File: src/rtl/secuencia_generador.sv
// Serial bit-sequence transmitter: shifts a latched WIDTH-bit pattern out MSB-first,
// repeated reps times with GAP_LEN idle cycles between repetitions, then pulses done.
module secuencia_generador #(
    parameter int unsigned WIDTH   = 8,
    parameter int unsigned CNT_W   = 4,
    parameter int unsigned GAP_LEN = 2
) (
    input  logic             clk,
    input  logic             reset,
    input  logic             start,
    input  logic [WIDTH-1:0] pattern,
    input  logic [CNT_W-1:0] reps,
    output logic             w,
    output logic             valid,
    output logic             busy,
    output logic             done
);

    localparam int unsigned GAP_W = (GAP_LEN > 0) ? $clog2(GAP_LEN + 1) : 1;
    localparam int unsigned BIT_W = $clog2(WIDTH);
    localparam logic [BIT_W-1:0] BIT_LAST = BIT_W'(WIDTH - 1);
    localparam logic [GAP_W-1:0] GAP_LAST = GAP_W'((GAP_LEN > 0) ? GAP_LEN - 1 : 0);

    typedef enum logic [1:0] {
        S_IDLE,
        S_SEND,
        S_GAP
    } state_e;

    state_e             state_q;
    logic [WIDTH-1:0]   pat_q;
    logic [WIDTH-1:0]   shift_q;
    logic [BIT_W-1:0]   bit_cnt_q;
    logic [CNT_W-1:0]   rep_cnt_q;
    logic [GAP_W-1:0]   gap_cnt_q;
    logic               w_q;
    logic               valid_q;
    logic               busy_q;
    logic               done_q;

    // bit_cnt_q holds the number of pattern bits still to follow the one on w
    always_ff @(posedge clk or negedge reset) begin
        if (!reset) begin
            state_q   <= S_IDLE;
            pat_q     <= '0;
            shift_q   <= '0;
            bit_cnt_q <= '0;
            rep_cnt_q <= '0;
            gap_cnt_q <= '0;
            w_q       <= 1'b0;
            valid_q   <= 1'b0;
            busy_q    <= 1'b0;
            done_q    <= 1'b0;
        end else begin
            done_q <= 1'b0;
            case (state_q)
                S_IDLE: begin
                    w_q     <= 1'b0;
                    valid_q <= 1'b0;
                    busy_q  <= 1'b0;
                    if (start) begin
                        if (reps != '0) begin
                            pat_q     <= pattern;
                            shift_q   <= pattern;
                            rep_cnt_q <= reps;
                            bit_cnt_q <= BIT_LAST;
                            w_q       <= pattern[WIDTH-1];
                            valid_q   <= 1'b1;
                            busy_q    <= 1'b1;
                            state_q   <= S_SEND;
                        end else begin
                            done_q <= 1'b1;
                        end
                    end
                end
                S_SEND: begin
                    if (bit_cnt_q != '0) begin
                        shift_q   <= shift_q << 1;
                        w_q       <= shift_q[WIDTH-2];
                        bit_cnt_q <= bit_cnt_q - BIT_W'(1);
                    end else if (rep_cnt_q == CNT_W'(1)) begin
                        rep_cnt_q <= '0;
                        w_q       <= 1'b0;
                        valid_q   <= 1'b0;
                        busy_q    <= 1'b0;
                        done_q    <= 1'b1;
                        state_q   <= S_IDLE;
                    end else if (GAP_LEN > 0) begin
                        rep_cnt_q <= rep_cnt_q - CNT_W'(1);
                        gap_cnt_q <= GAP_LAST;
                        w_q       <= 1'b0;
                        valid_q   <= 1'b0;
                        state_q   <= S_GAP;
                    end else begin
                        // back-to-back repetition: reload without a gap
                        rep_cnt_q <= rep_cnt_q - CNT_W'(1);
                        shift_q   <= pat_q;
                        bit_cnt_q <= BIT_LAST;
                        w_q       <= pat_q[WIDTH-1];
                    end
                end
                S_GAP: begin
                    if (gap_cnt_q != '0) begin
                        gap_cnt_q <= gap_cnt_q - GAP_W'(1);
                    end else begin
                        shift_q   <= pat_q;
                        bit_cnt_q <= BIT_LAST;
                        w_q       <= pat_q[WIDTH-1];
                        valid_q   <= 1'b1;
                        state_q   <= S_SEND;
                    end
                end
                default: begin
                    state_q <= S_IDLE;
                end
            endcase
        end
    end

    assign w     = w_q;
    assign valid = valid_q;
    assign busy  = busy_q;
    assign done  = done_q;

endmodule
File: config.mk
export PLATFORM = sky130hd
export DESIGN_NAME = secuencia_generador
export DESIGN_NICKNAME = d
export VERILOG_FILES = /design/src/rtl/secuencia_generador.sv
export SDC_FILE = /design/constraint.sdc
export NUM_CORES = 1
export LEC_CHECK = 0
export BUFFER_PORTS_ARGS = -buffer_cell sky130_fd_sc_hd__buf_2
export CORE_AREA = 2 2 57 64
export DETAILED_ROUTE_END_ITERATION = 8
export DIE_AREA = 0 0 59 66
export GPL_ROUTABILITY_DRIVEN = 0
export PLACE_DENSITY = 0.86
export SKIP_LAST_GASP = 1
export SYNTH_ARGS = -nofsm -noshare
export SYNTH_HDL_FRONTEND = slang
export SYNTH_SLANG_ARGS = --single-unit
File: constraint.sdc
create_clock -name clk -period 2.42 [get_ports clk]
set_input_delay 0.242 -clock clk [delete_from_list [all_inputs] [get_ports clk]]
set_output_delay 0.242 -clock clk [all_outputs]
set_load 0.05 [all_outputs]
# Word level (Yosys, flattened, before mapping)
# Cells that the tools add are included.
# Widths: inputs -> output; s select.
[word_totals]
ff_bits = 30
inputBits = 15
out_inout_bits = 4
elab_cells = 82
[op_classes]
add_sub_neg = 3
n_eq_ne = 11
mux = 43
reduce_logical = 15
[ops]
columns = ["op", "n"]
rows = [
  ["$mux 7", 4],
  ["$pmux 7 s3", 1],
  ["$mux 2", 8],
  ["$mux 4", 4],
  ["$ne 2x2->1 const B", 8],
  ["$mux 1", 14],
  ["$mux 3", 4],
  ["$reduce_and 4->1", 3],
  ["$pmux 3 s3", 1],
  ["$reduce_and 3->1", 3],
  ["$pmux 4 s2", 1],
  ["$pmux 1 s3", 2],
  ["$pmux 2 s3", 1],
  ["$reduce_bool 2->1", 3],
  ["$reduce_bool 3->1", 2],
  ["$reduce_and 5->1", 1],
  ["$eq 4x1->1 const B", 1],
  ["$pmux 1 s2", 2],
  ["$pmux 2 s2", 1],
  ["$reduce_bool 4->1", 1],
  ["$sub 4x1->4 const B", 1],
  ["$sub 3x1->3 const B", 1],
  ["$eq 2x1->1 const B", 1],
  ["$eq 2x2->1 const B", 1],
  ["3 further kinds", 3],
]

# Depth between registers and ports, before layout
# Gate-level depths: netlist (run 1).
[logic_depth]
depth_word = 4
mapped_depth = 7
mapped_depth_nobuf = 6

# Worst setup path after synthesis (run 1)
# Ideal clock, no wire load.
[synth_timing]
kind = "reg2reg"
from = "register state_q[0]"
to = "register shift_q[1]"
setup_time_ns = 0.127
arrival_time_ns = 1.708
required_time_ns = 2.293
path_slack_ns = 0.585
stages_incl_launch_ff = 8
n_path_buf = 1
synth_period_minus_slack_ns = 1.835
path_cell_list = "dfrtp_1 > inv_1 > ha_1 > buf_2 > nor2b_4 > a211oi_4 > nand2_4 > mux2_1"
[synth_via]
elab_chain_cells = 3
word_cells_on_any_way = 10
classes_between = "eq/ne: 6; mux: 1; reduce/logical: 3"
[synth_rtl]
columns = ["element", "line", "rtl"]
rows = [
  ["from (decl)", "30", "state_e state_q;"],
  ["from (signal assigned)", "44", "state_q <= S_IDLE;"],
  ["from (signal assigned)", "70", "state_q <= S_SEND;"],
  ["from (signal assigned)", "87", "state_q <= S_IDLE;"],
  ["$eq 2x1->1, or another cell as far along", "56", "case (state_q)"],
  ["$ne 2x2->1 (no line) or $reduce_bool 3->1 (tied branches)", "n/a", ""],
  ["$reduce_and 5->1 (no line)", "n/a", ""],
  ["to (signal assigned)", "64", "shift_q <= pattern;"],
  ["to (signal assigned)", "78", "shift_q <= shift_q << 1;"],
  ["to (signal assigned)", "97", "shift_q <= pat_q;"],
  ["to (decl)", "32", "logic [WIDTH-1:0] shift_q;"],
]
# Parallel ways exist; a longest one is shown, timed or not.
# A chain may end at the register's enable or synchronous reset.

# Worst setup path after layout (run 1)
[layout_timing]
from = "register state_q[0]"
to = "register rep_cnt_q[0]"
[layout_via]
elab_chain_cells = 3
word_cells_on_any_way = 8
classes_between = "eq/ne: 4; mux: 1; reduce/logical: 3"
[layout_rtl]
columns = ["element", "line", "rtl"]
rows = [
  ["$eq 2x1->1 or $logic_not 2->1 (tied branches)", "56", ""],
  ["$ne 2x2->1 (no line) or $reduce_bool 2->1 (tied branches)", "n/a", ""],
  ["$reduce_and 4->1 (no line)", "n/a", ""],
  ["to (signal assigned)", "65", "rep_cnt_q <= reps;"],
  ["to (signal assigned)", "89", "rep_cnt_q <= rep_cnt_q - CNT_W'(1);"],
  ["to (signal assigned)", "96", "rep_cnt_q <= rep_cnt_q - CNT_W'(1);"],
  ["to (decl)", "34", "logic [CNT_W-1:0] rep_cnt_q;"],
]
# Parallel ways exist; a longest one is shown, timed or not.

==> flow_summary.ini, run 1 <==
[power]
power.leakage_nw = 0.905
ir_drop_mv = 0.686
cellPowerDensity_nw_per_um2 = 1370
p_total_mw = 2.73

[final_layout]
fillers = 280
final_common_cell = dfrtp_1
final_cell_mix = dfrtp_1, buf_2, nor2_1, a21oi_1, nand2_1
insertedDiodeCount = 0
multiInputGateArea_um2 = 976
area_growth_pct = 9.42
fin_nets = 221
regArea_um2 = 751
final_util_pct = 61.3
drive_gt1_share_pct = 23.2

[clock_network]
cts-root-buf = clkbuf_4
ctsResizeCount = 0
cts_tree = yes
path_clk_slew_ps = 100
clock_sinks = 30
numCtsBuffers = 5
clockBufferDepth = 2
cts_max_level = 2
clk_latency_ps = 340

[floorplan]
dieArea_um2 = 3890
die_y_um = 66
io_pins = 19
fp.dieW_um = 59
start_util_pct = 56.0
core-area_um2 = 3250
rows = 22

[synth]
yosysSeqAreaShare_pct = 41.2
yosysWarningCount = 0
synth_top_family_by_area = compound AO/OA/AOI/OAI gates
yosys.area_share.adder_pct = 6.19
synth_mux_area_share_pct = 12.6
synth_cells = 177
synth_area_per_cell_um2 = 10.3
yosys.area_share.xor_xnor_pct = 0
synthDistinctLibCells = 49
synth-seq-cells = 30
synth-simple-area-share_pct = 14.0
synth-compound-area-share_pct = 20.9
syn_nets = 201
syn_area_um2 = 1820

[critical_path]
crit_path_start_kind = flop
slowest_stage = dfrtp_1
arrival_ps = 2250
end_kind = flop
required_ps = 2640
path_class = flop to flop
slowest_delay_ps = 450
cp_max_fo = 12
path_cells = inv_1, ha_1, nand2_1, nor2b_4, o21ai_2, mux2_1

[route]
drcViolationCount = 0
vias_per_cell = 6.06
wl_per_cell_um = 16.1
drt-initial-drc-count = 43
postRouteAntennaNets = 0
routed_wl_um = 3760
first_pass_iters = 4
num_vias = 1418

[grt]
gr-total-overflow = 0
antenna_found_initial = 0
groute.usage.overall_pct = 22.8
grt_pass1_vias = 1420
grt_max_degree = 31
grt_pass1_wl_um = 6670

[sta]
finalSetupViolations = 0
rsz0062_at_grt = no
fmax_ghz = 0.495
fin_setup_tns_ps = 0
timing.hold.ws_ps = 142
fin_ws_ps = 398
worst_clock_skew_ps = 10.6
slew_headroom_pct = 55.3
slew_viol_final = 0
period_minus_slack_ps = 2020
finalHoldViolCount = 0
period_share_pct = 83.5
worstMarginPinSlew_ps = 671

[outcome]
status = complete, no violations

[min_path]
hold_path_class = input pin to flop

[place]
dp_slack_ps = 451
hpwl_um = 2590
port_buffers = 18

[flow_run]
cap_violations = 0
[Yosys cell counts, drive strengths merged]
cell | n | area share [%]
mux2i | 3 | 1.6
a22o | 1 | 0.48
nor3 | 2 | 0.55
a22oi | 7 | 2.9
nor2b | 4 | 2.2
a2bb2oi | 1 | 0.48
nand4 | 1 | 0.34
o221ai | 1 | 0.48
nor3b | 2 | 0.82
a311o | 1 | 0.55
o2bb2ai | 1 | 0.48
a221o | 1 | 0.55
nor2 | 16 | 3.3
nor4 | 2 | 0.69
buf | 4 | 1.9
clkinv | 1 | 0.21
o41a | 1 | 0.62
a211oi | 1 | 1.1
o41ai | 2 | 1.4
o22a | 1 | 0.48
a21oi | 15 | 4.1
dfrtp | 30 | 41
or3 | 2 | 0.69
nand2b | 2 | 0.69
o22ai | 2 | 1.0
a31oi | 4 | 1.4
a41o | 1 | 0.55
inv | 11 | 2.3
o21ai | 6 | 1.9
or4 | 1 | 0.62
o211ai | 3 | 1.2
o31ai | 2 | 0.82
a21boi | 1 | 0.41
ha | 9 | 6.2
nand3 | 1 | 0.27
clkbuf | 4 | 0.82
nand2 | 14 | 3.3
or3b | 1 | 0.48
mux2 | 15 | 11
[sequential cells by signal, indices dropped and copies added (netlist names)]
name / flops
pat_q: 8
shift_q: 7
rep_cnt_q: 4
bit_cnt_q: 3
gap_cnt_q: 2
state_q: 2
busy: 1
done: 1
valid: 1
w: 1
[per-stage QoR]
stage,area [um2],cells
after detailed placement,1920,225
after global placement,1920,225
after global routing,1990,234
after CTS,1990,234
after floorplan,1820,177
final,1990,234
[per-layer routing]
metal	vias up	global-route usage [%]	part of all wire, %
met5	-	0	0
met4	0	7.39	1.2
met3	5	5.68	3.3
met2	36	36.7	49
met1	695	30.1	46
li1	682	-	-
[cell families (layout without fill, tap and decap cells)]
kind of cell	count (synthesis)	after routing
buffers and inverters	20	41
AOI/OAI and AO/OA	52	52
adders and majority gates	9	9
muxes	18	18
DFF	30	30
and+or+nand+nor	48	48
[worst paths after layout]
| path | start | endpoint | slack [ps] | depth (start not counted) |
|---|---|---|---|---|
| worst max-delay path | state_q[0] | rep_cnt_q[0] | 400 | 6 |
| worst min-delay path | pattern[4] | pat_q[4] | 140 | 2 |
| worst max register to register | state_q[0] | rep_cnt_q[0] | 400 | 6 |
| worst min register to register | shift_q[4] | shift_q[4] | 500 | 1 |
| max in group asynchronous | reset | pat_q[7] | 1510 | 2 |
| min in group asynchronous | reset | pat_q[1] | 470 | 2 |
[cell type report]
| class | count | area share (%) |
|---|---|---|
| inverter | 12 | 2.26 |
| clock inverter | 1 | 0.251 |
| timing repair buffer | 21 | 5.78 |
| tap | 36 | 2.26 |
| clock buffer | 7 | 2.76 |
| multi-input combinational | 127 | 49.0 |
| sequential | 30 | 37.7 |
[worst max-delay path, delay by kind of cell (launching register included)]
kind,cells,cell delay (ps)
simple gates,2,590
flops,1,450
mux,1,330
fa+ha+maj,1,280
compound gates,1,160
buf+inv,1,110
[what timing repair did]
item	in CTS	in global routing
setup buffers	0	0
endpoints found under the hold margin	30	0
hold buffers	1	0
[where the power goes]
part	switching (mW)	leakage, nW	total [mW]	internal [mW]
registers	0.161	0.352	0.907	0.746
clock network	0.182	0.0353	0.323	0.141
logic	0.851	0.518	1.50	0.653
(Power assumes the default switching activity.)
==> run 2: changes to the inputs <==
ABC_AREA = 1   (was not set)
CORE_AREA = 2 2 56 64   (was 2 2 57 64)
DIE_AREA = 0 0 58 66   (was 0 0 59 66)
clock period = 1.88 ns   (was 2.42 ns; I/O delays follow)
==> flow_summary.ini, run 2 <==
[power]
ir_drop_mv = 1.05
p_total_mw = 3.40
power.leakage_nw = 1.06
swShare_pct = 48.1
cellPowerDensity_nw_per_um2 = 1730
combPwrFrac_pct = 55.2
p_sw_mw = 1.63
seq_power_share_pct = 32.7
clkPwrFrac_pct = 12.1
p_int_mw = 1.76

[critical_path]
cp-endpoint = bit_cnt_q[0]
cp-startpoint = state_q[0]
crit_top_cell = nand2_1
crit_path_start_kind = flop
worst-path-stages = 8
required_ps = 2160
r2r_start = state_q[0]
path_delay_family = flip-flops
path_class = flop to flop
cp_max_fo = 8
crit_buf_inv = 2
reg2reg_to = bit_cnt_q[0]
slowest_stage = dfrtp_1
arrival_ps = 1980
reg2regPathDepth = 8
path_cells = inv_1, ha_1, nand2_1, nand2_2, a21oi_4, buf_4, nand3_1, nand2_1
slowest_delay_ps = 430
r2r_setup_slack_ps = 180
end_kind = flop

[final_layout]
stdcell_count = 292
fillers = 271
drive_gt1_share_pct = 18.0
top_register = pat_q
final_common_cell = nand2_1
design_area_um2 = 1970
final_util_pct = 61.7
fin_nets = 279
largestRegisters = pat_q x8, shift_q x7, rep_cnt_q x4
final_cell_mix = nand2_1, dfrtp_1, inv_1, buf_2, nand3_1
area_growth_pct = 10.1
insertedDiodeCount = 0
largest_register_ffs = 8

[clock_network]
clockBufferDepth = 2
numCtsBuffers = 5
cts_max_level = 2
cts_tree = yes
clock_sinks = 30
clk_latency_ps = 340
cts-root-buf = clkbuf_4
path_clk_slew_ps = 100

[sta]
slew_headroom_pct = 57.3
finalSetupViolations = 0
rsz0062_at_grt = no
finalHoldViolCount = 0
period_minus_slack_ps = 1700
fin_setup_tns_ps = 0
fin_ws_ps = 181
worstMarginPinSlew_ps = 640
timing.hold.ws_ps = 62.9
fmax_ghz = 0.589
period_share_pct = 90.3
worst_clock_skew_ps = 13.1
slew_viol_final = 0

[grt]
use_met1_pct = 23.1
use_met2_pct = 39.2
met3_usage_pct = 3.91
antenna_found_initial = 0
top_usage_layer = met2
groute.usage.overall_pct = 21.6
grt_max_degree = 31
grt_pass1_vias = 1531
grt_pass1_wl_um = 6290
gr-total-overflow = 0

[floorplan]
dieArea_um2 = 3830
start_util_pct = 56.0
rows = 22
io_pins = 19
die_y_um = 66
fp.dieW_um = 58
core-area_um2 = 3190

[route]
first_pass_iters = 4
drcViolationCount = 0
drt-initial-drc-count = 44
vias_per_cell = 5.03
num_vias = 1469
routed_wl_um = 3490
wl_per_cell_um = 11.9
postRouteAntennaNets = 0

[synth]
synth-seq-cells = 30
synth_area_per_cell_um2 = 7.74
synth-edff-count = 0
yosysWarningCount = 0
synthArstFlopShare_pct = 100
yosysMostFrequentCell = nand2_1
synth_top_cell_area_share_pct = 42.0
synth_common_cells = nand2_1, dfrtp_1, inv_1, nand3_1, ha_1
synth_top_cell_by_area = dfrtp_1
synthDistinctLibCells = 26
yosysSeqAreaShare_pct = 42.0
syn_nets = 255
synth_cells = 231
ys.flop_type = dfrtp_1
syn_area_um2 = 1790
synthTopCellsByArea = dfrtp_1, nand2_1, ha_1, inv_1, nand3_1

[place]
place_area_um2 = 1900
post-place-cells = 283
port_buffers = 18
hpwl_um = 2510
dp_slack_ps = 220

[min_path]
hold_path_class = input pin to flop

[outcome]
status = complete, no violations

[flow_run]
cap_violations = 0
## run 2: cell types whose count changed in the layout (fill, tap and decap cells not counted), sizes merged, moves of 7 or more
cell   previous run  this run
nand2            14        93
nand3             1        18
a22oi             7         0
o21ai             6        14
mux2             15         0
inv              11        30
a21oi            15         6
## run 2: worst min path at each step
stage	end	depth (start not counted)	slack (ps)	startpoint
2_1_floorplan	bit_cnt_q[0]	0	-110	reset
3_3_place_gp	pat_q[5]	1	250	reset
3_5_place_dp	pat_q[5]	1	250	reset
4_1_cts	pat_q[7]	3	60	pattern[7]
5_1_grt	pat_q[7]	3	60	pattern[7]
6_report	pat_q[7]	3	60	pattern[7]
## run 2: timing repair
action	in CTS	in global routing
setup endpoints to repair	0	1
hold endpoints to repair	30	0
hold buffers	1	0
gates resized for setup	0	1
setup buffers	0	0
## run 2: logic make-up (layout without fill, tap and decap cells)
logic type / after synthesis / after routing / share of synthesized area (%)
compound gates: 28 / 28 / 9.45
xor+xnor: 2 / 2 / 0.980
fa+ha+maj: 9 / 9 / 6.30
buf+inv: 35 / 60 / 8.82
flops: 30 / 30 / 42.0
simple gates: 127 / 127 / 32.5
## run 2: cell type report
| cell class | count | area (um2) | area share (%) |
|---|---|---|---|
| Multi-Input combinational cell | 166 | 882 | 44.8 |
| Clock inverter | 1 | 5.00 | 0.254 |
| Inverter | 31 | 116 | 5.91 |
| Clock buffer | 7 | 55.1 | 2.80 |
| Sequential cell | 30 | 751 | 38.1 |
| Tap cell | 36 | 45.0 | 2.29 |
| Timing Repair Buffer | 21 | 115 | 5.84 |
## run 2: power by group through the flow
stage | sequential, mW | combinational [mW] | clock (mW)
after floorplan | 1.19 | 1.43 | 0
after global placement | 1.11 | 1.84 | 0
after detailed placement | 1.12 | 1.87 | 0
after CTS | 1.11 | 1.89 | 0.421
after global routing | 1.14 | 2.16 | 0.452
final | 1.11 | 1.88 | 0.411
## run 2: worst reg2reg max path, stage by stage (launching register included)
cell and delay (ps):
dfrtp_1 430, inv_1 90, ha_1 270, nand2_1 120, nand2_2 90, a21oi_4 290, buf_4 200, nand3_1 70
nand2_1 80
## run 2: layer usage
metal	wire length [um]	part of all wire, %	vias to the layer above
li1	-	-	774
met5	0	0	-
met2	1910	55	21
met1	1450	42	669
met3	96	2.8	5
met4	33	0.95	0
